<file path="config.mk">
export PLATFORM = sky130hd
export DESIGN_NAME = async_event_arbiter
export DESIGN_NICKNAME = d
export VERILOG_FILES = /design/src/rtl/async_event_arbiter.sv
export SDC_FILE = /design/constraint.sdc
export NUM_CORES = 1
export LEC_CHECK = 0
export CAP_MARGIN = 20
export CORE_UTILIZATION = 45
export DETAILED_ROUTE_END_ITERATION = 8
export GPL_TIMING_DRIVEN = 0
export MAX_ROUTING_LAYER = met4
export PLACE_DENSITY_LB_ADDON = 0.12
export SLEW_MARGIN = 20
export SYNTH_ARGS = -nofsm -noshare
export SYNTH_HDL_FRONTEND = slang
export SYNTH_SLANG_ARGS = --single-unit
</file>
<file path="constraint.sdc">
create_clock -name clk -period 1.73 [get_ports clk]
set_input_delay 0.346 -clock clk [delete_from_list [all_inputs] [get_ports clk]]
set_output_delay 0.346 -clock clk [all_outputs]
set_load 0.02 [all_outputs]
</file>
<file path="src/rtl/async_event_arbiter.sv">
// Asynchronous event collector: per-line synchroniser and edge detector, sticky pending and
// overflow bits, and a round-robin valid/ack presenter for a single consumer.

module edge_detector #(
  parameter int OPTN_EDGE = 1
) (
  input  logic clk,
  input  logic n_rst,
  input  logic async_in,
  output logic pulse
);

  logic sync_p0;
  logic sync_p1;
  logic prev_p2;

  // two-flop synchroniser followed by the edge-history flop
  always_ff @(posedge clk) begin
    if (!n_rst) begin
      sync_p0 <= 1'b0;
      sync_p1 <= 1'b0;
      prev_p2 <= 1'b0;
    end else begin
      sync_p0 <= async_in;
      sync_p1 <= sync_p0;
      prev_p2 <= sync_p1;
    end
  end

  // history flop resets low, so a line held high through reset release gives one rising pulse
  assign pulse = (OPTN_EDGE != 0) ? (sync_p1 & ~prev_p2) : (~sync_p1 & prev_p2);

endmodule

module async_event_arbiter #(
  parameter int OPTN_NUM_EVENTS = 4,
  parameter int OPTN_EDGE       = 1,
  parameter int OPTN_ID_WIDTH   = $clog2(OPTN_NUM_EVENTS)
) (
  input  logic                       clk,
  input  logic                       n_rst,
  input  logic [OPTN_NUM_EVENTS-1:0] i_async_events,
  input  logic [OPTN_NUM_EVENTS-1:0] i_event_mask,
  output logic                       o_event_valid,
  output logic [OPTN_ID_WIDTH-1:0]   o_event_id,
  input  logic                       i_event_ack,
  output logic [OPTN_NUM_EVENTS-1:0] o_pending,
  output logic [OPTN_NUM_EVENTS-1:0] o_overflow,
  input  logic [OPTN_NUM_EVENTS-1:0] i_overflow_clear
);

  typedef enum logic {
    IDLE    = 1'b0,
    PRESENT = 1'b1
  } state_t;

  localparam logic [OPTN_ID_WIDTH-1:0]   LAST_ID = OPTN_ID_WIDTH'(OPTN_NUM_EVENTS - 1);
  localparam logic [OPTN_NUM_EVENTS-1:0] ONE_HOT = OPTN_NUM_EVENTS'(1);

  state_t                     state_q;
  state_t                     state_d;
  logic [OPTN_ID_WIDTH-1:0]   ptr_q;
  logic [OPTN_ID_WIDTH-1:0]   next_ptr;
  logic [OPTN_NUM_EVENTS-1:0] pulse;
  logic [OPTN_NUM_EVENTS-1:0] pulse_m;
  logic [OPTN_NUM_EVENTS-1:0] eligible;
  logic [OPTN_NUM_EVENTS-1:0] ack_clr;
  logic [OPTN_NUM_EVENTS-1:0] pending_d;
  logic [OPTN_NUM_EVENTS-1:0] overflow_d;
  logic                       ack_fire;
  logic                       pick_found;
  logic [OPTN_ID_WIDTH-1:0]   pick_id;

  for (genvar g = 0; g < OPTN_NUM_EVENTS; g++) begin : g_det
    edge_detector #(
      .OPTN_EDGE(OPTN_EDGE)
    ) u_det (
      .clk     (clk),
      .n_rst   (n_rst),
      .async_in(i_async_events[g]),
      .pulse   (pulse[g])
    );
  end

  assign pulse_m  = pulse & i_event_mask;
  assign eligible = o_pending & i_event_mask;

  // round-robin search starting at ptr; wrap at N-1 is explicit so non-power-of-2 N works
  always_comb begin
    int idx;
    pick_found = 1'b0;
    pick_id    = '0;
    idx        = 0;
    for (int k = 0; k < OPTN_NUM_EVENTS; k++) begin
      idx = int'(ptr_q) + k;
      if (idx >= OPTN_NUM_EVENTS) idx = idx - OPTN_NUM_EVENTS;
      if (!pick_found && eligible[idx]) begin
        pick_found = 1'b1;
        pick_id    = idx[OPTN_ID_WIDTH-1:0];
      end
    end
  end

  always_comb begin
    state_d  = state_q;
    ack_fire = 1'b0;
    case (state_q)
      IDLE: begin
        if (pick_found) state_d = PRESENT;
      end
      PRESENT: begin
        if (i_event_ack) begin
          ack_fire = 1'b1;
          state_d  = IDLE;
        end
      end
      default: state_d = IDLE;
    endcase
  end

  assign next_ptr = (o_event_id == LAST_ID) ? '0 : o_event_id + 1'b1;
  assign ack_clr  = ack_fire ? (ONE_HOT << o_event_id) : '0;

  // a new pulse re-pends the line even when the ack clears it in the same cycle
  assign pending_d = (o_pending & ~ack_clr) | pulse_m;

  // overflow set dominates a simultaneous clear
  assign overflow_d = (o_overflow & ~i_overflow_clear) | (pulse_m & o_pending & ~ack_clr);

  always_ff @(posedge clk) begin
    if (!n_rst) begin
      state_q    <= IDLE;
      o_event_id <= '0;
      ptr_q      <= '0;
      o_pending  <= '0;
      o_overflow <= '0;
    end else begin
      state_q    <= state_d;
      o_pending  <= pending_d;
      o_overflow <= overflow_d;
      if (state_q == IDLE && pick_found) o_event_id <= pick_id;
      if (ack_fire) ptr_q <= next_ptr;
    end
  end

  assign o_event_valid = (state_q == PRESENT);

endmodule

</file>
Yosys cells after proc, flatten, opt, wreduce, memory -nomap -nowiden. Index checks and enable logic that the tools add are counted.

Bits in latches: 0. Bits of input ports: 15. Output and inout port bits: 11. Register bits: 25. Logic and storage cells: 92. ROM bits: 0. Memories kept: 0. RAM bits: 0.

Bitwise gates (word level): 19. Multiplexer cells: 31. Reduce and logical (&&, ||, !) cells: 7. Div/mod/pow operators: 0. Equality and inequality tests: 1. Add/subtract/negate cells: 8. $lt $le $gt $ge: 8. Shifts and indexed selects: 1. $mul: 0.

Operators by type and width (number): 32-bit by 4-bit less-than comparator with 1-bit output, second input constant (4); 32-bit 2-to-1 mux (4); 4-bit AND (6); 1-bit 2-to-1 mux (16); 3-bit by 3-bit subtractor with 4-bit output, second input constant (3); 2-bit 2-to-1 mux (5); 3-bit greater-or-equal comparator, second input constant (3); 1-bit binary-select mux with 2-bit select (4); 4-bit NOT (2); 4-bit bitwise OR (2); 2-bit by 2-bit adder with 3-bit output, second input constant (2); 1-bit NOT (5); 1-bit AND (4); 1-bit logical AND (4); 4-bit 2-to-1 mux (1); 1-bit by 2-bit left shift with 4-bit output, first input constant (1); 2-bit by 3-bit subtractor with 4-bit output, second input constant (1); 2-bit by 1-bit adder with 3-bit output, second input constant (1); 2-bit by 3-bit greater-or-equal comparator with 1-bit output, second input constant (1); 1-bit logical NOT (3); 2-bit by 1-bit adder with 2-bit output, second input constant (1); 2-bit equality test, second input constant (1); 1-bit case mux with 2 select lines (1).

Depth between registers and ports, before layout.
Depth after elaboration: 17. Gate-level depth with buffers: 5. Gate-level depth less buffers: 5.

Modules after synthesis. A second synthesis with hierarchy kept.

Cell total of the unflattened synthesis: 105. Area total of the unflattened synthesis: 1072.3 µm².

By module, submodules not included: async_event_arbiter (times used 1, area each 701.9 µm², cells each 77, seq. area each 260.2 µm²); edge_detector (times used 4, area each 92.6 µm², cells each 7, seq. area each 60.1 µm²).

Worst setup path before layout. No wires, ideal clock.

Path type: register to register. Start: reg o_pending[2]. End: reg o_event_id[0]. Buffers on the path: 0. Cell stages (with the launch flop): 4. Arrival: 1250 ps. Period minus slack after synthesis: 1367 ps. Setup slack: 363 ps. Setup time: 116 ps. Required time: 1614 ps. Path through: dfxtp_1 nand2_1 mux4_2 a41o_1.

Word-level cells in the longest chain between the ends: 15. Elaborated cells between the ends (all ways): 28. Those cells by class: mux: 20; bitwise: 1; reduce/logical: 7.

RTL lines: from (decl) (RTL line 47) `output logic [OPTN_NUM_EVENTS-1:0] o_pending,`; from (signal assigned) (RTL line 139) `o_pending <= pending_d;`; 4-bit AND * (RTL line 86) `assign eligible = o_pending & i_event_mask;`; 1-bit binary-select mux with 2-bit select (RTL line 97) `if (!pick_found && eligible[idx]) begin`; 1-bit 2-to-1 mux (implied by the code) (2 in series) (RTL line 97); 1-bit 2-to-1 mux (RTL line 97); 1-bit logical NOT (RTL line 97); 1-bit logical AND (RTL line 97); 1-bit 2-to-1 mux (RTL line 97); 1-bit logical NOT (RTL line 97); 1-bit logical AND (RTL line 97); 1-bit 2-to-1 mux (RTL line 97); 1-bit logical NOT (RTL line 97); 1-bit logical AND (RTL line 97); 1-bit 2-to-1 mux (RTL line 97); 1-bit logical AND (RTL line 141) `if (state_q == IDLE && pick_found) o_event_id <= pick_id;`; to (signal assigned) (RTL line 141); to (decl) (RTL line 45) `output logic [OPTN_ID_WIDTH-1:0] o_event_id,`.

Every way passes the cells marked *; elsewhere a longest branch is shown, timed or not. The select of a mux whose other input is x is not followed. A chain may end at the register's enable or synchronous reset.

Worst setup path after layout.
Start: reg o_overflow[3]. End: out o_overflow[3].

RTL lines: from (decl) (RTL line 48) `output logic [OPTN_NUM_EVENTS-1:0] o_overflow,`; from (signal assigned) (RTL line 140) `o_overflow <= overflow_d;`.

No word-level cell between the ends.

==> results_dict.tcl <==
set metrics [dict create \
    tightest_slew_ns 0.3938 \
    overflow 0 \
    ys_ff_latch 25 \
    swShare_pct 23.13 \
    drive_above_1_share_pct 6.475 \
    min_path_type "reg -> reg" \
    crit_type "reg -> out" \
    max_freq_ghz 0.6170 \
    power_switching_uw 224.4 \
    cp_slowest_cell "clkdlybuf4s50_1" \
    worstPathMaxFanout 2 \
    cp.buffers_inverters 1 \
    post_drt_via_cell_ratio 5.120 \
    internal_power_uw 745.7 \
    yosysSeqAreaShare_pct 48.25 \
    dieWidth_um 50.01 \
    rrSetupSlack_ns 0.38 \
    synth-async-reset-ratio_pct 0 \
    grt_first_pass_wirelength_um 3236 \
    grt_use_total_pct 17.67 \
    finalMaxSlewViolations 0 \
    min_period_over_period_pct 93.69 \
    die_y_um 50.01 \
    cts_inserted_buffers 3 \
    avgSynthCellArea_um2 9.429 \
    cts_setup_buffers 0 \
    ff2ff_path_depth 3 \
    gp_routability_congestion 0.7631 \
    fin_area_um2 1348 \
    synth-edff-count 0 \
    crit_required_ns 1.38 \
    yosys_warnings 0 \
    ant_nets 0 \
    area_growth_pct 29.92 \
    setup_tns_ns 0 \
    final_common_cell "dfxtp_1" \
    h-tree-depth 1 \
    rows 17 \
    p_comb_share_pct 11.0 \
    drc 0 \
    dp.cells 163 \
    fin_skew_ns 0.005144 \
    critPathCaptureType "output port" \
    root_buffer "clkbuf_4" \
    clkSinkCount 25 \
    dr.pass1.iters 4 \
    max_cap_violations 0 \
    post_drt_wl_per_cell_um 11.41 \
    hold_violations 0 \
    core_area_um2 2191 \
    postSynthCellCount 110 \
    timing.rr.end "o_event_id[0]" \
    clockBufferDepth 2 \
    port_buffers 25 \
    pwr-share-clk_pct 26.3 \
    fin_cells 167 \
    cp-start-kind "flop" \
    irDropWorstVdd_uv 581.3 \
    reg2reg_from "o_pending[0]" \
    min_from "g_det[2].u_det.sync_p0" \
    syn-num-nets 129 \
    die-area_um2 2501 \
    place_area_um2 1323 \
    yosysUniqueCellTypes 28 \
    antenna_found_initial 0 \
    slew_headroom_pct 73.75 \
    rsz0062_at_grt "false" \
    pin_count 26 \
    grt_max_degree 14 \
    arrival_ns 1.27 \
    period_needed_ns 1.621 \
    layout_common_cells "25 x dfxtp_1, 18 x clkdlybuf4s50_1, 17 x nand2_1" \
    clk_pin_slew_ns 0.13 \
    crit_family "buffers and inverters" \
    setup_violations 0 \
    seqPwrFrac_pct 62.7 \
    status "complete, no violations" \
    synth_area_um2 1037 \
    dp_hpwl_um 1422 \
    crit_path_max_incr_delay_ns 0.60 \
    grt_pass1_vias 804 \
    power_uw 970.1 \
    clk_latency_ns 0.31 \
    crit_chain "clkdlybuf4s50_1" \
    synth-main-ff-cell "dfxtp_1" \
    num_vias 855 \
    routed_wl_um 1905 \
    p_per_area_nw_per_um2 719.9 \
    drt_iter0_drc 17 \
    leakage_uw 0.0005683 \
    fin_nets 159 \
    cts_tree "done" \
    min_path_cells 1 \
    start_util_pct 47.34 \
    min_to "g_det[2].u_det.sync_p1" \
    num_antenna_cells 0 \
]
==> metal layers <==
metal / GRT usage (%) / share of wire (%) / vias to the layer above / wire length, um
met2: 29.78 / 47 / 30 / 900
li1: - / - / 429 / -
met1: 18.98 / 44 / 392 / 845
met3: 4.012 / 6.2 / 4 / 119
met4: 9.524 / 2.1 / 0 / 40
met5: - / 0 / - / 0
==> worst max-delay path by stage <==
stage,startpoint,slack (ns),cells past startpoint,to
6_report,o_overflow[3],0.11,1,o_overflow[3]
5_1_grt,o_overflow[3],0.05,1,o_overflow[3]
4_1_cts,o_pending[1],0.003,1,o_pending[1]
3_5_place_dp,i_event_mask[0],-0.06,4,o_event_id[0]
3_3_place_gp,i_event_mask[0],-0.06,4,o_event_id[0]
2_1_floorplan,o_pending[2],0.36,3,o_event_id[0]
==> timing repair <==
action                                  CTS  global route
endpoints found under the setup margin    5             2
hold buffers                              0             0
gates cloned                              0             0
resized for setup                         5             2
==> area by class of cell <==
type | count | area, um^2
buffer | 3 | 12.51
clock buffer | 4 | 26.28
fill | 209 | 843.3
tap | 28 | 35.03
sequential | 25 | 500.5
multi-input combinational | 75 | 498.0
inverter | 7 | 26.28
timing repair buffer | 25 | 249.0
==> logic make-up (layout without fill, tap and decap cells) <==
family / after synthesis / after routing / synth area share [%]
buffers and inverters: 10 / 39 / 3.740
muxes: 1 / 1 / 2.171
adders and majority gates: 4 / 4 / 4.825
AOI/OAI and AO/OA: 23 / 23 / 16.77
DFF: 25 / 25 / 48.25
and+or+nand+nor: 47 / 47 / 24.24
==> power groups by stage <==
stage	clock network [uW]	logic (uW)	registers (uW)
after floorplan	0	44.1	627
after global placement	0	109	621
after detailed placement	0	110	622
after CTS	271	108	609
after global routing	287	117	612
final	255	107	608
==> metrics by stage <==
step	hold WS (ns)	utilization [%]	worst slack, ns
floorplan	0.4119	-	0.3633
global placement	0.4148	60.37	-0.05965
detailed placement	0.4204	60.37	-0.05986
CTS	0.4551	61.28	0.002724
global route	0.4647	61.51	0.05473
finish	0.4503	61.51	0.1092
==> registers in the layout, summed over array words and instances (netlist names) <==
| name | flops |
|---|---|
| g_det.u_det.sync_p0 | 4 |
| o_event_id | 2 |
| o_pending | 4 |
| g_det.u_det.sync_p1 | 4 |
| g_det.u_det.prev_p2 | 4 |
| ptr_q | 2 |
| o_event_valid | 1 |
| o_overflow | 4 |
==> cell usage after synthesis, drive strengths merged, types with 2 or more instances <==
cell    count  share of area [%]
dfxtp      25                 48
nand2      19                7.4
and2       13                7.8
a21boi      7                5.1
inv         7                2.5
ha          4                4.8
nor2b       4                2.4
a211o       3                2.5
a21oi       3                1.4
nand2b      3                1.8
nand3b      3                2.2
clkbuf      2               0.72
nand3       2                1.4
nor2        2               0.72
o21ai       2               0.97
Note: power is estimated with default switching activity, not from simulation.
